===== config.mk =====
export PLATFORM = sky130hd
export DESIGN_NAME = claw_loot_ctrl
export DESIGN_NICKNAME = d
export VERILOG_FILES = /design/src/rtl/loot_pkg.sv /design/src/rtl/loot_priority_enc.sv /design/src/rtl/claw_loot_ctrl.sv
export SDC_FILE = /design/constraint.sdc
export NUM_CORES = 1
export LEC_CHECK = 0
export CORE_MARGIN = 2
export CORE_UTILIZATION = 41
export DETAILED_ROUTE_END_ITERATION = 7
export HOLD_SLACK_MARGIN = 0.08
export PLACE_DENSITY = 0.74
export SETUP_SLACK_MARGIN = 0.4
export SYNTH_ARGS = -nofsm -noshare
export SYNTH_HDL_FRONTEND = slang
export SYNTH_SLANG_ARGS = --single-unit

===== constraint.sdc =====
create_clock -name clk -period 1.7 [get_ports clk]
set_input_delay 0.34 -clock clk [delete_from_list [all_inputs] [get_ports clk]]
set_output_delay 0.34 -clock clk [all_outputs]
set_load 0.005 [all_outputs]

===== src/rtl/loot_pkg.sv =====
// rtl/loot_pkg.sv - shared loot kinds, per-kind speed/value tables and controller states
package loot_pkg;

    typedef enum logic [1:0] {
        SMALL_GOLD = 2'd0,
        BIG_GOLD   = 2'd1,
        ROCK       = 2'd2,
        DIAMOND    = 2'd3
    } loot_kind_t;

    typedef enum logic [1:0] {
        ST_EMPTY    = 2'd0,
        ST_HOOKED   = 2'd1,
        ST_AWARD    = 2'd2,
        ST_COOLDOWN = 2'd3
    } claw_ctrl_state_t;

    localparam logic [3:0]  KIND_SPEED [4] = '{4'd4, 4'd2, 4'd1, 4'd8};
    localparam logic [11:0] KIND_VALUE [4] = '{12'd50, 12'd250, 12'd20, 12'd600};

    function automatic logic [15:0] idx_onehot(input logic [3:0] idx);
        return 16'd1 << idx;
    endfunction

endpackage


===== src/rtl/loot_priority_enc.sv =====
// rtl/loot_priority_enc.sv - lowest-index-wins priority encoder over the grabbable loot mask
module loot_priority_enc #(
    parameter int N = 8
) (
    input  logic [N-1:0] req,
    output logic         valid,
    output logic [3:0]   index
);

    // Scan downward so the lowest set bit is the last one written.
    always_comb begin
        valid = 1'b0;
        index = 4'd0;
        for (int i = N - 1; i >= 0; i--) begin
            if (req[i]) begin
                valid = 1'b1;
                index = 4'(i);
            end
        end
    end

endmodule


===== src/rtl/claw_loot_ctrl.sv =====
// rtl/claw_loot_ctrl.sv - grab arbitration, claw speed, score award and cooldown sequencing
module claw_loot_ctrl
    import loot_pkg::*;
#(
    parameter int         NUM_LOOTS   = 8,
    parameter logic [3:0] HOLD_FRAMES = 4'd3,
    parameter logic [3:0] BASE_SPEED  = 4'd4
) (
    input  logic                   clk,
    input  logic                   resetN,
    input  logic                   startOfFrame,
    input  logic                   start_level,
    input  logic [NUM_LOOTS-1:0]   level_loot_mask,
    input  logic [2*NUM_LOOTS-1:0] loot_kind,
    input  logic                   claw_collision,
    input  logic [NUM_LOOTS-1:0]   loot_hit,
    input  logic                   claw_returned,
    output logic [3:0]             move_speed,
    output logic [NUM_LOOTS-1:0]   loot_alive,
    output logic [NUM_LOOTS-1:0]   loot_attached,
    output logic [11:0]            score_add,
    output logic                   score_valid,
    output logic                   all_cleared
);

    claw_ctrl_state_t     state_q;
    logic [3:0]           idx_q;
    loot_kind_t           kind_q;
    logic [3:0]           cnt_q;
    logic [3:0]           move_speed_q;
    logic [NUM_LOOTS-1:0] alive_q;
    logic [NUM_LOOTS-1:0] attached_q;
    logic [11:0]          score_add_q;
    logic                 score_valid_q;
    logic                 all_cleared_q;

    logic                 hit_valid;
    logic [3:0]           hit_index;
    loot_kind_t           hit_kind_d;

    loot_priority_enc #(.N(NUM_LOOTS)) u_enc (
        .req   (loot_hit & alive_q),
        .valid (hit_valid),
        .index (hit_index)
    );

    assign hit_kind_d = loot_kind_t'(loot_kind[{hit_index, 1'b0} +: 2]);

    always_ff @(posedge clk or negedge resetN) begin
        if (!resetN) begin
            state_q       <= ST_EMPTY;
            idx_q         <= 4'd0;
            kind_q        <= SMALL_GOLD;
            cnt_q         <= 4'd0;
            move_speed_q  <= BASE_SPEED;
            alive_q       <= '0;
            attached_q    <= '0;
            score_add_q   <= 12'd0;
            score_valid_q <= 1'b0;
            all_cleared_q <= 1'b1;
        end else begin
            score_valid_q <= 1'b0;
            all_cleared_q <= (alive_q == '0) && (state_q == ST_EMPTY);
            // Level restart drops any carried loot without awarding it.
            if (start_level) begin
                alive_q      <= level_loot_mask;
                state_q      <= ST_EMPTY;
                attached_q   <= '0;
                cnt_q        <= 4'd0;
                move_speed_q <= BASE_SPEED;
            end else begin
                case (state_q)
                    ST_EMPTY: begin
                        move_speed_q <= BASE_SPEED;
                        if (claw_collision && !claw_returned && hit_valid) begin
                            idx_q        <= hit_index;
                            kind_q       <= hit_kind_d;
                            attached_q   <= NUM_LOOTS'(idx_onehot(hit_index));
                            move_speed_q <= KIND_SPEED[hit_kind_d];
                            state_q      <= ST_HOOKED;
                        end
                    end
                    ST_HOOKED: begin
                        if (claw_returned) begin
                            state_q <= ST_AWARD;
                        end
                    end
                    ST_AWARD: begin
                        score_valid_q <= 1'b1;
                        score_add_q   <= KIND_VALUE[kind_q];
                        alive_q       <= alive_q & ~NUM_LOOTS'(idx_onehot(idx_q));
                        attached_q    <= '0;
                        move_speed_q  <= BASE_SPEED;
                        cnt_q         <= 4'd0;
                        state_q       <= (HOLD_FRAMES == 4'd0) ? ST_EMPTY : ST_COOLDOWN;
                    end
                    ST_COOLDOWN: begin
                        if (cnt_q == HOLD_FRAMES) begin
                            state_q <= ST_EMPTY;
                        end else if (startOfFrame) begin
                            cnt_q <= cnt_q + 4'd1;
                        end
                    end
                    default: state_q <= ST_EMPTY;
                endcase
            end
        end
    end

    assign move_speed    = move_speed_q;
    assign loot_alive    = alive_q;
    assign loot_attached = attached_q;
    assign score_add     = score_add_q;
    assign score_valid   = score_valid_q;
    assign all_cleared   = all_cleared_q;

endmodule


== Word-level counts from Yosys, hierarchy flattened ==
Index checks and enable logic that the tools add are counted.

* Equal/unequal tests: 9
* Order comparisons: 2
* Mux-type cells: 41
* $add $sub $neg: 1
* Bitwise logic cells: 6
* Reduce and logical (&&, ||, !) cells: 14
* Shift-type cells: 3

{| class="wikitable"
|+ Operator list
! cell !! number
|-
| two-way mux 8 bit || 4
|-
| two-way mux 4 bit || 7
|-
| binary-select mux 12 bit (select 2 bit) || 1
|-
| two-way mux 12 bit || 2
|-
| two-way mux 3 bit || 8
|-
| bitwise AND 8 bit || 2
|-
| one-hot mux 4 bit (2 select lines) || 2
|-
| one-hot mux 8 bit (2 select lines) || 1
|-
| variable part select 16 x 6 -> 2 bit || 1
|-
| left shift 1 x 4 -> 8 bit, first input constant || 2
|-
| != test 3 bit, second input constant || 4
|-
| two-way mux 1 bit || 10
|-
| AND reduction 3 bit || 3
|-
| binary-select mux 4 bit (select 2 bit) || 1
|-
| zero test 8 bit || 1
|-
| two-way mux 2 bit || 4
|-
| inverter 8 bit || 1
|-
| one-hot mux 2 bit (4 select lines) || 1
|-
| >= comparator 3 bit, second input constant || 2
|-
| inverter 2 -> 3 bit || 2
|-
| nonzero test 3 bit || 2
|-
| adder 4 x 1 -> 4 bit, second input constant || 1
|-
| == test 2 bit, second input constant || 2
|-
| == test 4 x 2 -> 1 bit, second input constant || 1
|-
| other kinds (8) || 11
|}

* Register bits: 46
* Output and inout bits: 34

== Logic depth before layout (Yosys ltp) ==
* Depth in word-level cells: 17
* Gate-level depth with buffers: 9

== Cells and area by module ==
A second synthesis with hierarchy kept.

* Cells, all modules: 225
* Area, all modules: 2217.1 sq um

{| class="wikitable"
|+ By module, submodules not included
! module !! area each (sq um) !! times used !! cells an instance
|-
| claw_loot_ctrl || 2125.8 || 1 || 210
|-
| loot_priority_enc || 91.3 || 1 || 15
|}

== Least setup slack after synthesis ==
Ideal clock, no wire load.

* Path type: register -> register
* From: reg alive_q[2], in the netlist loot_alive[2]
* To: reg kind_q[0]
* Arrival time: 1.783 ns
* Period minus slack after synthesis: 1.907 ns
* Slack: -0.207 ns
* Setup time: 0.125 ns
* Stages on the path, launching flop included: 9
* Cell sequence: dfrtp_1 and2_4 a21oi_2 a32o_1 buf_6 mux2i_1 mux2i_1 mux2_2 mux2_2

* Cells in the longest elaborated chain, start to end: 6
* Elaborated cells on any way between the ends: 10

{| class="wikitable"
|+ Ends and longest elaborated chain
! what !! line !! RTL
|-
| start: declaration || claw_loot_ctrl.sv:31 || <nowiki>logic [NUM_LOOTS-1:0] alive_q;</nowiki>
|-
| start signal: assignment || claw_loot_ctrl.sv:66 || <nowiki>alive_q <= level_loot_mask;</nowiki>
|-
| start signal: assignment || claw_loot_ctrl.sv:91 || <nowiki>alive_q <= alive_q & ~NUM_LOOTS'(idx_onehot(idx_q));</nowiki>
|-
| bitwise AND 8 bit (*) || claw_loot_ctrl.sv:42 || <nowiki>.req (loot_hit & alive_q),</nowiki>
|-
| parallel branches: the longest is 5 deep, another holds variable part select 16 x 6 -> 2 bit || - ||
|-
| end signal: assignment || claw_loot_ctrl.sv:77 || <nowiki>kind_q <= hit_kind_d;</nowiki>
|-
| end: declaration || claw_loot_ctrl.sv:28 || <nowiki>loot_kind_t kind_q;</nowiki>
|}

Every way passes the cells marked *.
A chain may end at the register's enable or synchronous reset.

== Final worst setup path ==
* From: reg alive_q[6], in the netlist loot_alive[6]
* To: reg move_speed_q[2], in the netlist move_speed[2]

* Cells in the longest elaborated chain, start to end: 16
* Elaborated cells on any way between the ends: 24

{| class="wikitable"
|+ Ends and longest elaborated chain
! what !! line !! RTL
|-
| bitwise AND 8 bit (*) || claw_loot_ctrl.sv:42 ||
|-
| two-way mux 3 bit (7 in series) || loot_priority_enc.sv:15 || <nowiki>if (req[i]) begin</nowiki>
|-
| variable part select 16 x 6 -> 2 bit || claw_loot_ctrl.sv:47 || <nowiki>assign hit_kind_d = loot_kind_t'(loot_kind[{hit_index, 1'b0} +: 2]);</nowiki>
|-
| inverter 2 -> 3 bit (not written as such) || claw_loot_ctrl.sv:79 || <nowiki>move_speed_q <= KIND_SPEED[hit_kind_d];</nowiki>
|-
| binary-select mux 4 bit (select 2 bit) || claw_loot_ctrl.sv:79 ||
|-
| two-way mux 4 bit (not written as such) (2 in series) || claw_loot_ctrl.sv:79 ||
|-
| two-way mux 4 bit (*) || claw_loot_ctrl.sv:75 || <nowiki>if (claw_collision && !claw_returned && hit_valid) begin</nowiki>
|-
| one-hot mux 4 bit (2 select lines) (*) || claw_loot_ctrl.sv:72 || <nowiki>case (state_q)</nowiki>
|-
| two-way mux 4 bit (*) || claw_loot_ctrl.sv:65 || <nowiki>if (start_level) begin</nowiki>
|-
| end signal: assignment || claw_loot_ctrl.sv:79 ||
|-
| end: declaration || claw_loot_ctrl.sv:30 || <nowiki>logic [3:0] move_speed_q;</nowiki>
|}

Every way passes the cells marked *; elsewhere a longest branch is shown, timed or not. The select of a mux whose other input is x is not followed.

==> flow_summary.ini <==
[status]
outcome = finished with violations
violations = setup timing

[yosys]
yosysTopAreaCell = dfrtp_1
syn_avg_cell_area_um2 = 10.1
synth_top_area_share_pct = 44.2
yosys-top-cells-area = dfrtp_1 44%, mux2i_1 6.2%, nand2_1 5.6%
ys_seq_area_share_pct = 46.7
ys_ff_latch = 39
syn_area_mm2 = 0.00209
synth_warnings = 0
synth_cell_types = 43
synth_cells = 207

[power_and_ir_drop]
pwr-share-comb_pct = 49.5
power.internal_mw = 2.46
power_frac_clock_pct = 16.1
switching_power_mw = 1.36
swShare_pct = 35.6
p_per_area_mw_per_mm2 = 1020
irDropWorstVdd_mv = 0.456
seqPwrFrac_pct = 34.4
power.leakage_nw = 1.77

[cts]
clockBufferDepth = 2
clock_sinks = 39
clk_pin_slew_ps = 80
clockRootBuffer = clkbuf_8
clkLatencyLatePin_ps = 300
hold_buffers = 0
cts_tree = yes
ctsHtreeMaxLevel = 2
cts_made_buffers = 5

[sta]
rsz0062_at_grt = true
setup_ws_ps = -297
fmax_mhz = 501
period_minus_slack_ps = 2000
finalCritPeriodShare_pct = 117
setup-violations-final = 19
fin_hold_ws_ps = 95.5
finClkSkew_ps = 9.45
worstMarginPinSlew_ps = 506
fin_setup_tns_ps = -3400
final_hold_viol_count = 0
drv_slew = 0
relSlewSlack_pct = 66.3

[finish]
nFillCells = 339
drive_gt1_share_pct = 44.6
multi_input_area_mm2 = 0.00133
final_cell_mix = 46 x buf_4, 35 x dfrtp_1, 29 x clkdlybuf4s50_1
seq_area_um2 = 981
nets = 384
insertedDiodeCount = 0
final_common_cell = buf_4
syn_to_final_growth_pct = 79.4
stdcell_area_mm2 = 0.00375

[worst_setup_path]
crit_type = flop to flop
path_max_fanout = 5
worstPathArrival_ps = 2230
worst_path_most_repeated_cell = mux2i_1
crit_required_ps = 1930
r2r_slack_ps = -300
crit_path_start_kind = flop
cp_slowest_cell = dfrtp_1
cp_slowest_stage_delay_ps = 390
endpoint_kind = flop
r2r_cells = 9
path_cells = and2_4, buf_4, nor2_1, o21ai_4, mux2i_1, mux2i_1, mux2_4, o21a_1, a21oi_2

[grt]
first_global_vias = 2000
top_usage_layer = met2
grt_pass1_wl_mm = 9.27
use_met3_pct = 4.37
grt_overflow_total = 0
antenna_found_initial = 0
grt_usage_pct = 21.5
use_met1_pct = 27.3
use_met2_pct = 37.2
grt_max_degree = 40

[route]
first_pass_iters = 4
routedWlPerCell_um = 15.3
ant_nets = 0
dr_total_vias = 2082
drt_iter0_markers = 89
totalWireLength_mm = 6.28
drc = 0
viasPerCell = 5.07

[floorplanning]
die_area_mm2 = 0.00569
boundaryPins = 72
die_h_um = 75.5
core_mm2 = 0.00501
fp-row-count = 26
die_w_um = 75.5
start_util_pct = 41.8

[place]
place.gp.congestion = 0.920
post-place-ws_ps = -791
dp_hpwl_mm = 3.93
place_area_mm2 = 0.00301
portBuffers = 67

[worst_hold_path]
hold_path.class = primary input to asynchronous set/reset pin

[job]
drv_cap = 0
[final cells by class]
type                       instances  share of cell area (%)
multi-input combinational        153                    35.5
timing repair buffer             136                    33.4
sequential                        39                    26.1
tap                               70                    2.33
clock buffer                       7                    2.03
inverter                           5                   0.500
clock inverter                     1                   0.133
[power groups by stage]
stage / Combinational [mW] / Sequential, mW / Clock (mW)
2_1_floorplan: 0.725 / 1.26 / 0
4_1_cts: 1.48 / 1.28 / 0.606
6_report: 1.89 / 1.32 / 0.615
3_3_place_gp: 1.21 / 1.27 / 0
5_1_grt: 2.04 / 1.34 / 0.657
3_5_place_dp: 1.23 / 1.28 / 0
[sequential cells by signal (all words and copies together) (netlist names)]
signal         flops
cnt_q              4
kind_q             2
score_valid        1
all_cleared        1
loot_attached      8
score_add          6
loot_alive         8
move_speed         4
idx_q              3
state_q            2
[worst max-delay path: cells and delay by family, from the launching register on]
| family | cells | cell delay [ps] |
|---|---|---|
| mux | 3 | 610 |
| compound gates | 3 | 440 |
| simple gates | 2 | 370 |
| flops | 1 | 390 |
| buf+inv | 1 | 130 |
[cell usage after synthesis (all sizes together)]
master  instances
and2            3
a21oi           4
nand2          31
nand3b          2
o21a            2
nor3            3
conb            1
nand2b          7
a22o            4
and3            1
mux2            8
inv             5
a211oi          1
o21ba           1
clkbuf          4
mux2i          13
ha              6
dfrtp          37
xnor2           3
o21ai          24
a32o            6
a221o           1
dfstp           2
nor2           11
o211ai          1
nor3b           1
buf             9
o211a           1
nor4            2
nand3           3
a22oi           3
a31oi           1
nor2b           2
nand4           2
o31ai           2
[cell families after synthesis]
logic type / Yosys count / share of synthesized area [%]
adder cells (fa/ha/maj): 6 / 3.59
AND/OR/NAND/NOR: 68 / 15.5
flip-flops: 39 / 46.7
AO/OA/AOI/OAI: 51 / 16.9
buffers and inverters: 18 / 5.08
multiplexers: 21 / 10.7
XOR/XNOR: 3 / 1.26
other: 1 / 0.179
[through the flow]
| step | instances | utilization [%] | power [mW] |
|---|---|---|---|
| 2_1_floorplan | 210 | - | 1.98 |
| 3_3_place_gp | 361 | 60.0 | 2.48 |
| 3_5_place_dp | 361 | 60.0 | 2.52 |
| 4_1_cts | 393 | 67.9 | 3.37 |
| 5_1_grt | 411 | 75.0 | 4.04 |
| 6_report | 411 | 75.0 | 3.82 |
[layer usage]
metal,part of all wire (%),up-vias
met3,4.0,13
met4,2.0,0
li1,-,994
met1,44,1005
met5,0,-
met2,50,70
[timing repair]
item / in CTS / in global routing
cloned: 0 / 1
hold endpoints to repair: 0 / 0
setup endpoints to repair: 69 / 58
pin swaps: 19 / 24
gates resized for setup: 125 / 70
buffers inserted: 24 / 17
[path summary, 6_finish.rpt]
path,start,to
setup reg to reg,loot_alive[6],move_speed[2]
hold / removal,resetN,cnt_q[0]
min in group clk,move_speed[2],move_speed[2]
max in group asynchronous,resetN,loot_alive[0]
setup / recovery,loot_alive[6],move_speed[2]
hold reg to reg,move_speed[2],move_speed[2]
(Power assumes the default switching activity.)
